===== src/rtl/debounce_bank.sv =====
// debounce_bank: per-channel synchroniser, symmetric debouncer, edge pulses, long-press and auto-repeat
module debounce_bank #(
  parameter int NCH = 4,
  parameter int NDELAY = 650000,
  parameter int NBITS = 20,
  parameter int REPEAT_START = 32500000,
  parameter int REPEAT_PERIOD = 6500000,
  parameter int RBITS = 26,
  parameter logic [NCH-1:0] REPEAT_EN = {NCH{1'b1}}
) (
  input  logic           clks,
  input  logic           reset,
  input  logic [NCH-1:0] noisy,
  output logic [NCH-1:0] clean,
  output logic [NCH-1:0] press_p,
  output logic [NCH-1:0] release_p,
  output logic [NCH-1:0] held,
  output logic [NCH-1:0] rpt_p
);
  typedef enum logic [1:0] {IDLE, WAIT, RPT} state_t;
  for (genvar i = 0; i < NCH; i++) begin : g_ch
    logic s1, s2, xnew, c, pp, rp, rpt;
    logic [NBITS-1:0] count;
    logic [RBITS-1:0] hc, hc_n;
    state_t state, state_n;
    logic stable, rise, fall, fire;
    assign stable = (s2 == xnew) && (count == NBITS'(NDELAY));
    assign rise = stable && xnew && !c;
    assign fall = stable && !xnew && c;
    // a release takes priority over a repeat boundary landing on the same edge
    always_comb begin
      state_n = state;
      hc_n = hc;
      fire = 1'b0;
      if (fall) begin
        state_n = IDLE;
        hc_n = '0;
      end else if (rise) begin
        state_n = WAIT;
        hc_n = '0;
      end else if (state != IDLE) begin
        fire = hc == ((state == WAIT) ? RBITS'(REPEAT_START - 1) : RBITS'(REPEAT_PERIOD - 1));
        state_n = fire ? RPT : state;
        hc_n = fire ? '0 : hc + RBITS'(1);
      end
    end
    always_ff @(posedge clks) begin
      if (reset) begin
        {s1, s2, xnew, c, pp, rp, rpt} <= '0;
        count <= '0;
        hc <= '0;
        state <= IDLE;
      end else begin
        s1 <= noisy[i];
        s2 <= s1;
        if (s2 != xnew) begin
          xnew <= s2;
          count <= '0;
        end else if (count != NBITS'(NDELAY)) count <= count + NBITS'(1);
        c <= stable ? xnew : c;
        pp <= rise;
        rp <= fall;
        rpt <= fire && REPEAT_EN[i];
        state <= state_n;
        hc <= hc_n;
      end
    end
    assign clean[i] = c;
    assign press_p[i] = pp;
    assign release_p[i] = rp;
    assign rpt_p[i] = rpt;
    assign held[i] = state == RPT;
  end
endmodule


===== config.mk =====
export PLATFORM = sky130hd
export DESIGN_NAME = debounce_bank
export DESIGN_NICKNAME = d
export VERILOG_FILES = /design/src/rtl/debounce_bank.sv
export SDC_FILE = /design/constraint.sdc
export NUM_CORES = 1
export LEC_CHECK = 0
export BUFFER_PORTS_ARGS = -buffer_cell sky130_fd_sc_hd__clkbuf_2
export CAP_MARGIN = 20
export CORE_ASPECT_RATIO = 2
export CORE_UTILIZATION = 40
export DETAILED_ROUTE_END_ITERATION = 7
export PLACE_DENSITY_LB_ADDON = 0.15
export SYNTH_ARGS = -nofsm -noshare
export SYNTH_HDL_FRONTEND = slang
export SYNTH_SLANG_ARGS = --single-unit

===== constraint.sdc =====
create_clock -name clks -period 1.99 [get_ports clks]
set_input_delay 0.199 -clock clks [delete_from_list [all_inputs] [get_ports clks]]
set_output_delay 0.199 -clock clks [all_outputs]
set_load 0.05 [all_outputs]

# Word-level counts from Yosys, hierarchy flattened

Cells that the tools add are included.
W data, S select, Z words.

Logic and storage cells: 168
Output and inout bits: 20
Register bits after elaboration: 220

Eq/ne operators: 28
Bitwise gates (word level): 4
Add/sub/neg operators: 8
Reduce and logical (&&, ||, !) cells: 64
Mux-type cells: 20

Operators with widths:

| kind                    | number |
|---|---|
| $add A26 B1 Y26 const B | 4 |
| $eq A26 B25 Y1          | 4 |
| $mux W26                | 4 |
| $mux W25                | 4 |
| $add A20 B1 Y20 const B | 4 |
| $eq A20 B20 Y1 const B  | 4 |
| $ne A20 B20 Y1 const B  | 4 |
| $reduce_bool A2 Y1      | 12 |
| $logic_and A1 B1 Y1     | 20 |
| $reduce_and A2 Y1       | 8 |
| $reduce_or A2 Y1        | 8 |
| $reduce_or A4 Y1        | 4 |
| $mux W1                 | 12 |
| $reduce_or A3 Y1        | 4 |
| $eq A2 B1 Y1 const B    | 4 |
| $eq A2 B2 Y1 const B    | 4 |
| $logic_not A1 Y1        | 8 |
| $eq A1 B1 Y1            | 4 |
| $ne A1 B1 Y1            | 4 |
| $not A1 Y1              | 4 |

# Depth between registers and ports, before layout

Word-level depth: 6
Mapped depth: 8

# Worst setup path before layout

OpenSTA, ideal clock, no wires.

Path type: register -> register
Start: register g_ch[0].count[0]
End: register g_ch[0].hc[10]
Setup time: 0.117 ns
Clock period less this slack: 1.955 ns
Arrival time: 1.838 ns
Cell stages (with the launch flop): 9
Slack: 0.035 ns
Required time: 1.873 ns
Cell sequence: dfxtp_1 > inv_1 > ha_1 > nor4b_1 > nand4_1 > o41ai_2 > a21o_1 > buf_2 > nor2_1

Cells in the longest elaborated chain, start to end: 5
Elaborated cells on any way between the ends: 7
Those cells by class: 1 x eq/ne; 6 x reduce/logical

RTL lines:

| element                                                     | RTL line | text |
|---|---|---|
| start: declaration                                          | 23       | `logic [NBITS-1:0] count;` |
| start signal: assignment                                    | 59       | `end else if (count != NBITS'(NDELAY)) count <= count + NBITS'(1);` |
| $eq A20 B20 Y1 *                                            | 27       | `assign stable = (s2 == xnew) && (count == NBITS'(NDELAY));` |
| $logic_and A1 B1 Y1 *                                       | 27       |  |
| $logic_and A1 B1 Y1, on equally long branches (2 in series) | 28, 29   |  |
| $reduce_or A3 Y1 (no source line) *                         | --       |  |
| end signal: assignment                                      | 65       | `hc <= hc_n;` |
| end: declaration                                            | 24       | `logic [RBITS-1:0] hc, hc_n;` |

Mark *: on every way between the ends. The rest lies on a longest branch, timed or not.
A chain may end at the register's enable or synchronous reset.

# Final worst setup path

Start: register g_ch[3].state[1]
End: register g_ch[3].hc[8]

Cells in the longest elaborated chain, start to end: 4
Elaborated cells on any way between the ends: 5
Those cells by class: 2 x eq/ne; 2 x mux; 1 x reduce/logical

RTL lines:

| element                  | RTL line | text |
|---|---|---|
| start: declaration       | 25       | `state_t state, state_n;` |
| start signal: assignment | 64       | `state <= state_n;` |
| $eq A2 B1 Y1             | 42       | `fire = hc == ((state == WAIT) ? RBITS'(REPEAT_START - 1) : RBITS'(REPEAT_PERIOD - 1));` |
| $mux W25                 | 42       |  |
| $eq A26 B25 Y1           | 42       |  |
| $mux W26                 | 44       | `hc_n = fire ? '0 : hc + RBITS'(1);` |
| end signal: assignment   | 65       |  |
| end: declaration         | 24       |  |

Several ways; a longest one is shown, not always the timed one.

==> summary.md <==
| Metric | Value |
|---|---|
| Result of the run | completed |
| Worst path max stage delay | 0.54 ns |
| Slowest-stage cell, CP | or4_4 |
| DP HPWL | between 15 and 20 mm |
| Worst r2r src | g_ch[3].state[1] |
| Async SR Flop Fraction | 0% |
| Minimum clock period | 1.90 ns |
| Register area share after synthesis | 43.0% |
| Iter 0 DRT Violations | between 300 and 400 |
| Worst Clk Skew | 0.0121 ns |
| Final setup margin | around 0.094 ns |
| # fillers | 2447 |
| Initial Util | between 40% and 50% |
| R2r setup slk | around 0.094 ns |
| Via-to-Cell Ratio | 5.13 |
| Fin crit share | between 90 and 100% |
| Io pins | 26 |
| Synthesized area per cell | 8.76 sq um |
| WP data required | 2.39 ns |
| Hold Violations, Final | 0 |
| Antenna diode count | 0 |
| Max VDD drop | 0.762 mV |
| Crit-path cells | nand2b_2 -> or4_4 -> a2111oi_4 -> a21o_4 -> nor2_1 |
| Worst Max-Slew Pin Slew | 0.679 ns |
| CP top delay family | simple AND/OR/NAND/NOR gates |
| GR Util All Layers | 18.4% |
| Core area | roughly 25000 sq um |
| Cells after Synth | 1170 |
| Vias in the first global route | 8481 |
| Pins Over Slew Limit | 0 |
| CP Class | flip-flop to flip-flop |
| Routed wire per std cell | 14.2 um |
| CP Depth | 5 |
| Leak | roughly 4.5 nW |
| Worst setup path end | g_ch[3].hc[8] |
| Final wirelength | ~23 mm |
| First-pass GRT wire length | 39.4 mm |
| Clk Latency, worst-skew pair | 0.51 ns |
| Max Root-Sink Buffers | 3 |
| Synth Cell Area | 10200 sq um |
| Detailed-route via count | 8438 |
| H-tree Lvls | 1 |
| Number of detailed-route iterations in the first pass | 4 |
| Final Core Density | 48.9% |
| Fin nets | 1311 |
| CP startpoint kind | flip-flop |
| Max_cap viols | 0 |
| Die width | 115 um |
| R2R depth | 5 |
| Clock Pin Slew Worst Setup and Hold Paths | about 0.060 ns |
| Setup repair bufs after CTS | 0 |
| Pin count of the biggest net entering global routing | 25 |
| Synth Flop Type | dfxtp_1 |
| #FFs+latches synth | 220 |
| Die height | around 230 um |
| Initial antenna violation count | 0 |
| Synth warnings | 0 |
| Relative slew slack | 54.6% |
| Syn Nets | 1188 |
| Placer Congestion | 0.799 |
| CP max FO | 12 |
| IO buf count | 25 |
| WP buf/inv | 0 |
| Number of synthesized flops with an enable pin | 0 |
| Layout cells sized above 1 | between 10% and 20% |
| Max Freq | 527 MHz |
| Worst Hold Class | primary input to flip-flop |
| CTS Sinks | 220 |
| Crit path launch | g_ch[3].state[1] |
| Pre-CTS WS | -0.0135 ns |
| # rows | 82 |
| Final setup viols | 0 |
| RSZ-0062 raised after global routing | true |
| ANT nets after route | 0 |
| DRC | 0 |
| Power density over cell area | 744 nW/um^2 |
| CTS tree | built |
| Die area | 26300 sq um |
| Gr ovfl total | 0 |
| TritonCTS buffer count | 23 |
| Crit path DAT | 2.30 ns |
| Root Driver | clkbuf_16 |
| Area Overhead vs Synth | 19.9% |
| Distinct cells, synth | just under 70 |
| R2R Path End | g_ch[3].hc[8] |
| Worst setup EP type | flip-flop |
## logic make-up after synthesis
| kind of cell | Yosys count | synth area share (%) |
|---|---|---|
| AO/OA/AOI/OAI | 77 | 5.36 |
| XOR/XNOR | 167 | 14.3 |
| adder cells (fa/ha/maj) | 12 | 1.47 |
| buffers and inverters | 69 | 3.49 |
| flip-flops | 220 | 43.0 |
| multiplexers | 6 | 0.586 |
| AND/OR/NAND/NOR | 619 | 31.8 |
## how the worst min path moves through the flow
stage,slack (ns),startpoint,to,cells past startpoint
2_1_floorplan,0.28,reset,g_ch[3].xnew,1
3_3_place_gp,0.41,noisy[2],g_ch[2].s1,2
3_5_place_dp,0.41,noisy[2],g_ch[2].s1,2
4_1_cts,0.12,reset,g_ch[3].s2,3
5_1_grt,0.15,reset,g_ch[2].rp,3
6_report,0.14,reset,g_ch[3].s2,3
## sequential cells by signal (all words and copies together), names as in the netlist
signal and count:
g_ch.rp 4, g_ch.xnew 4, g_ch.hc 104, g_ch.s1 4
g_ch.c 4, g_ch.s2 4, g_ch.state 8, g_ch.count 80
g_ch.rpt 4, g_ch.pp 4
## synthesized netlist by cell type (3+ instances only)
| library cell | number | area, sq um |
|---|---|---|
| or2_2 | 7 | 43.8 |
| or3b_2 | 3 | 26.3 |
| or3_1 | 10 | 62.6 |
| and2_1 | 4 | 25.0 |
| nor2b_1 | 23 | 144 |
| nor4bb_1 | 6 | 60.1 |
| nand4b_1 | 5 | 43.8 |
| inv_1 | 21 | 78.8 |
| a21oi_1 | 28 | 140 |
| xor2_1 | 118 | 1030 |
| nor4b_1 | 9 | 78.8 |
| nor3b_1 | 12 | 90.1 |
| nor2_1 | 200 | 751 |
| nand2b_1 | 5 | 31.3 |
| o211ai_1 | 5 | 37.5 |
| nand2_1 | 76 | 285 |
| ha_1 | 12 | 150 |
| dfxtp_1 | 220 | 4400 |
| nor3_1 | 23 | 115 |
| or4_1 | 7 | 52.6 |
| o21ai_0 | 14 | 70.1 |
| nor2_2 | 4 | 25.0 |
| clkbuf_1 | 24 | 90.1 |
| nand3_1 | 72 | 360 |
| and4_1 | 20 | 175 |
| o2111ai_1 | 3 | 26.3 |
| a21o_1 | 4 | 30.0 |
| buf_6 | 3 | 33.8 |
| nand3b_1 | 4 | 30.0 |
| mux2i_1 | 6 | 60.1 |
| nand4_1 | 70 | 438 |
| nor4_1 | 22 | 138 |
| xnor2_1 | 49 | 429 |
| buf_4 | 16 | 120 |
| buf_2 | 4 | 20.0 |
| and3_1 | 22 | 138 |
## metrics by stage
stage / instances / power, mW / instance area (sq um) / TNS [ns] / hold WS, ns
floorplan: 1170 / 4.72 / 10200 / 0 / 0.282
global placement: 1599 / 4.82 / 11400 / 0 / 0.407
detailed placement: 1599 / 4.83 / 11400 / -0.0965 / 0.413
CTS: 1643 / 9.32 / 12200 / 0 / 0.115
global route: 1644 / 9.51 / 12300 / 0 / 0.145
finish: 1644 / 9.14 / 12300 / 0 / 0.136
## layer usage
layer	global-route usage, %	routed length, um
met1	18.1	8840
met2	36.7	13000
met5	0	0
met3	2.68	741
met4	7.55	782
## cell type report
class                           instances  area (sq um)  area share, %
Clock inverter                          9           101          0.825
Tap cell                              336           420           3.42
Multi-Input combinational cell        882          5540           45.1
Inverter                               21          78.8          0.642
Sequential cell                       220          4410           35.9
Timing Repair Buffer                  145          1060           8.64
Clock buffer                           31           676           5.50
## worst min-delay path: stages
cell and delay, ns:
clkbuf_2 0.09, buf_4 0.20, nor2b_1 0.12
## power breakdown
part | total (mW) | internal, mW | switching (mW)
combinational | 0.281 | 0.117 | 0.163
clock | 4.40 | 2.63 | 1.77
sequential | 4.45 | 4.43 | 0.0216
## cell usage in the layout, fill, tap and decap left out, types with 11 or more instances in the layout
cell and count:
and3_1 22, ha_1 12, nor3b_1 11, nand4_1 70
nand3_1 72, clkbuf_16 23, buf_4 114, a21oi_1 28
nand2_1 76, clkbuf_2 25, nor2_1 200, o21ai_0 14
xnor2_1 49, nor2b_1 23, nor3_1 23, inv_1 21
xor2_1 118, dfxtp_1 219, nor4_1 22, and4_1 20
## what timing repair did
| item | 4_1_cts | 5_1_grt |
|---|---|---|
| hold buffers | 4 | 0 |
| gates cloned | 0 | 1 |
| gates resized for setup | 2 | 8 |
| pin swaps | 0 | 9 |
| endpoints found under the setup margin | 25 | 78 |
| endpoints found under the hold margin | 4 | 0 |
(Power assumes the default switching activity.)
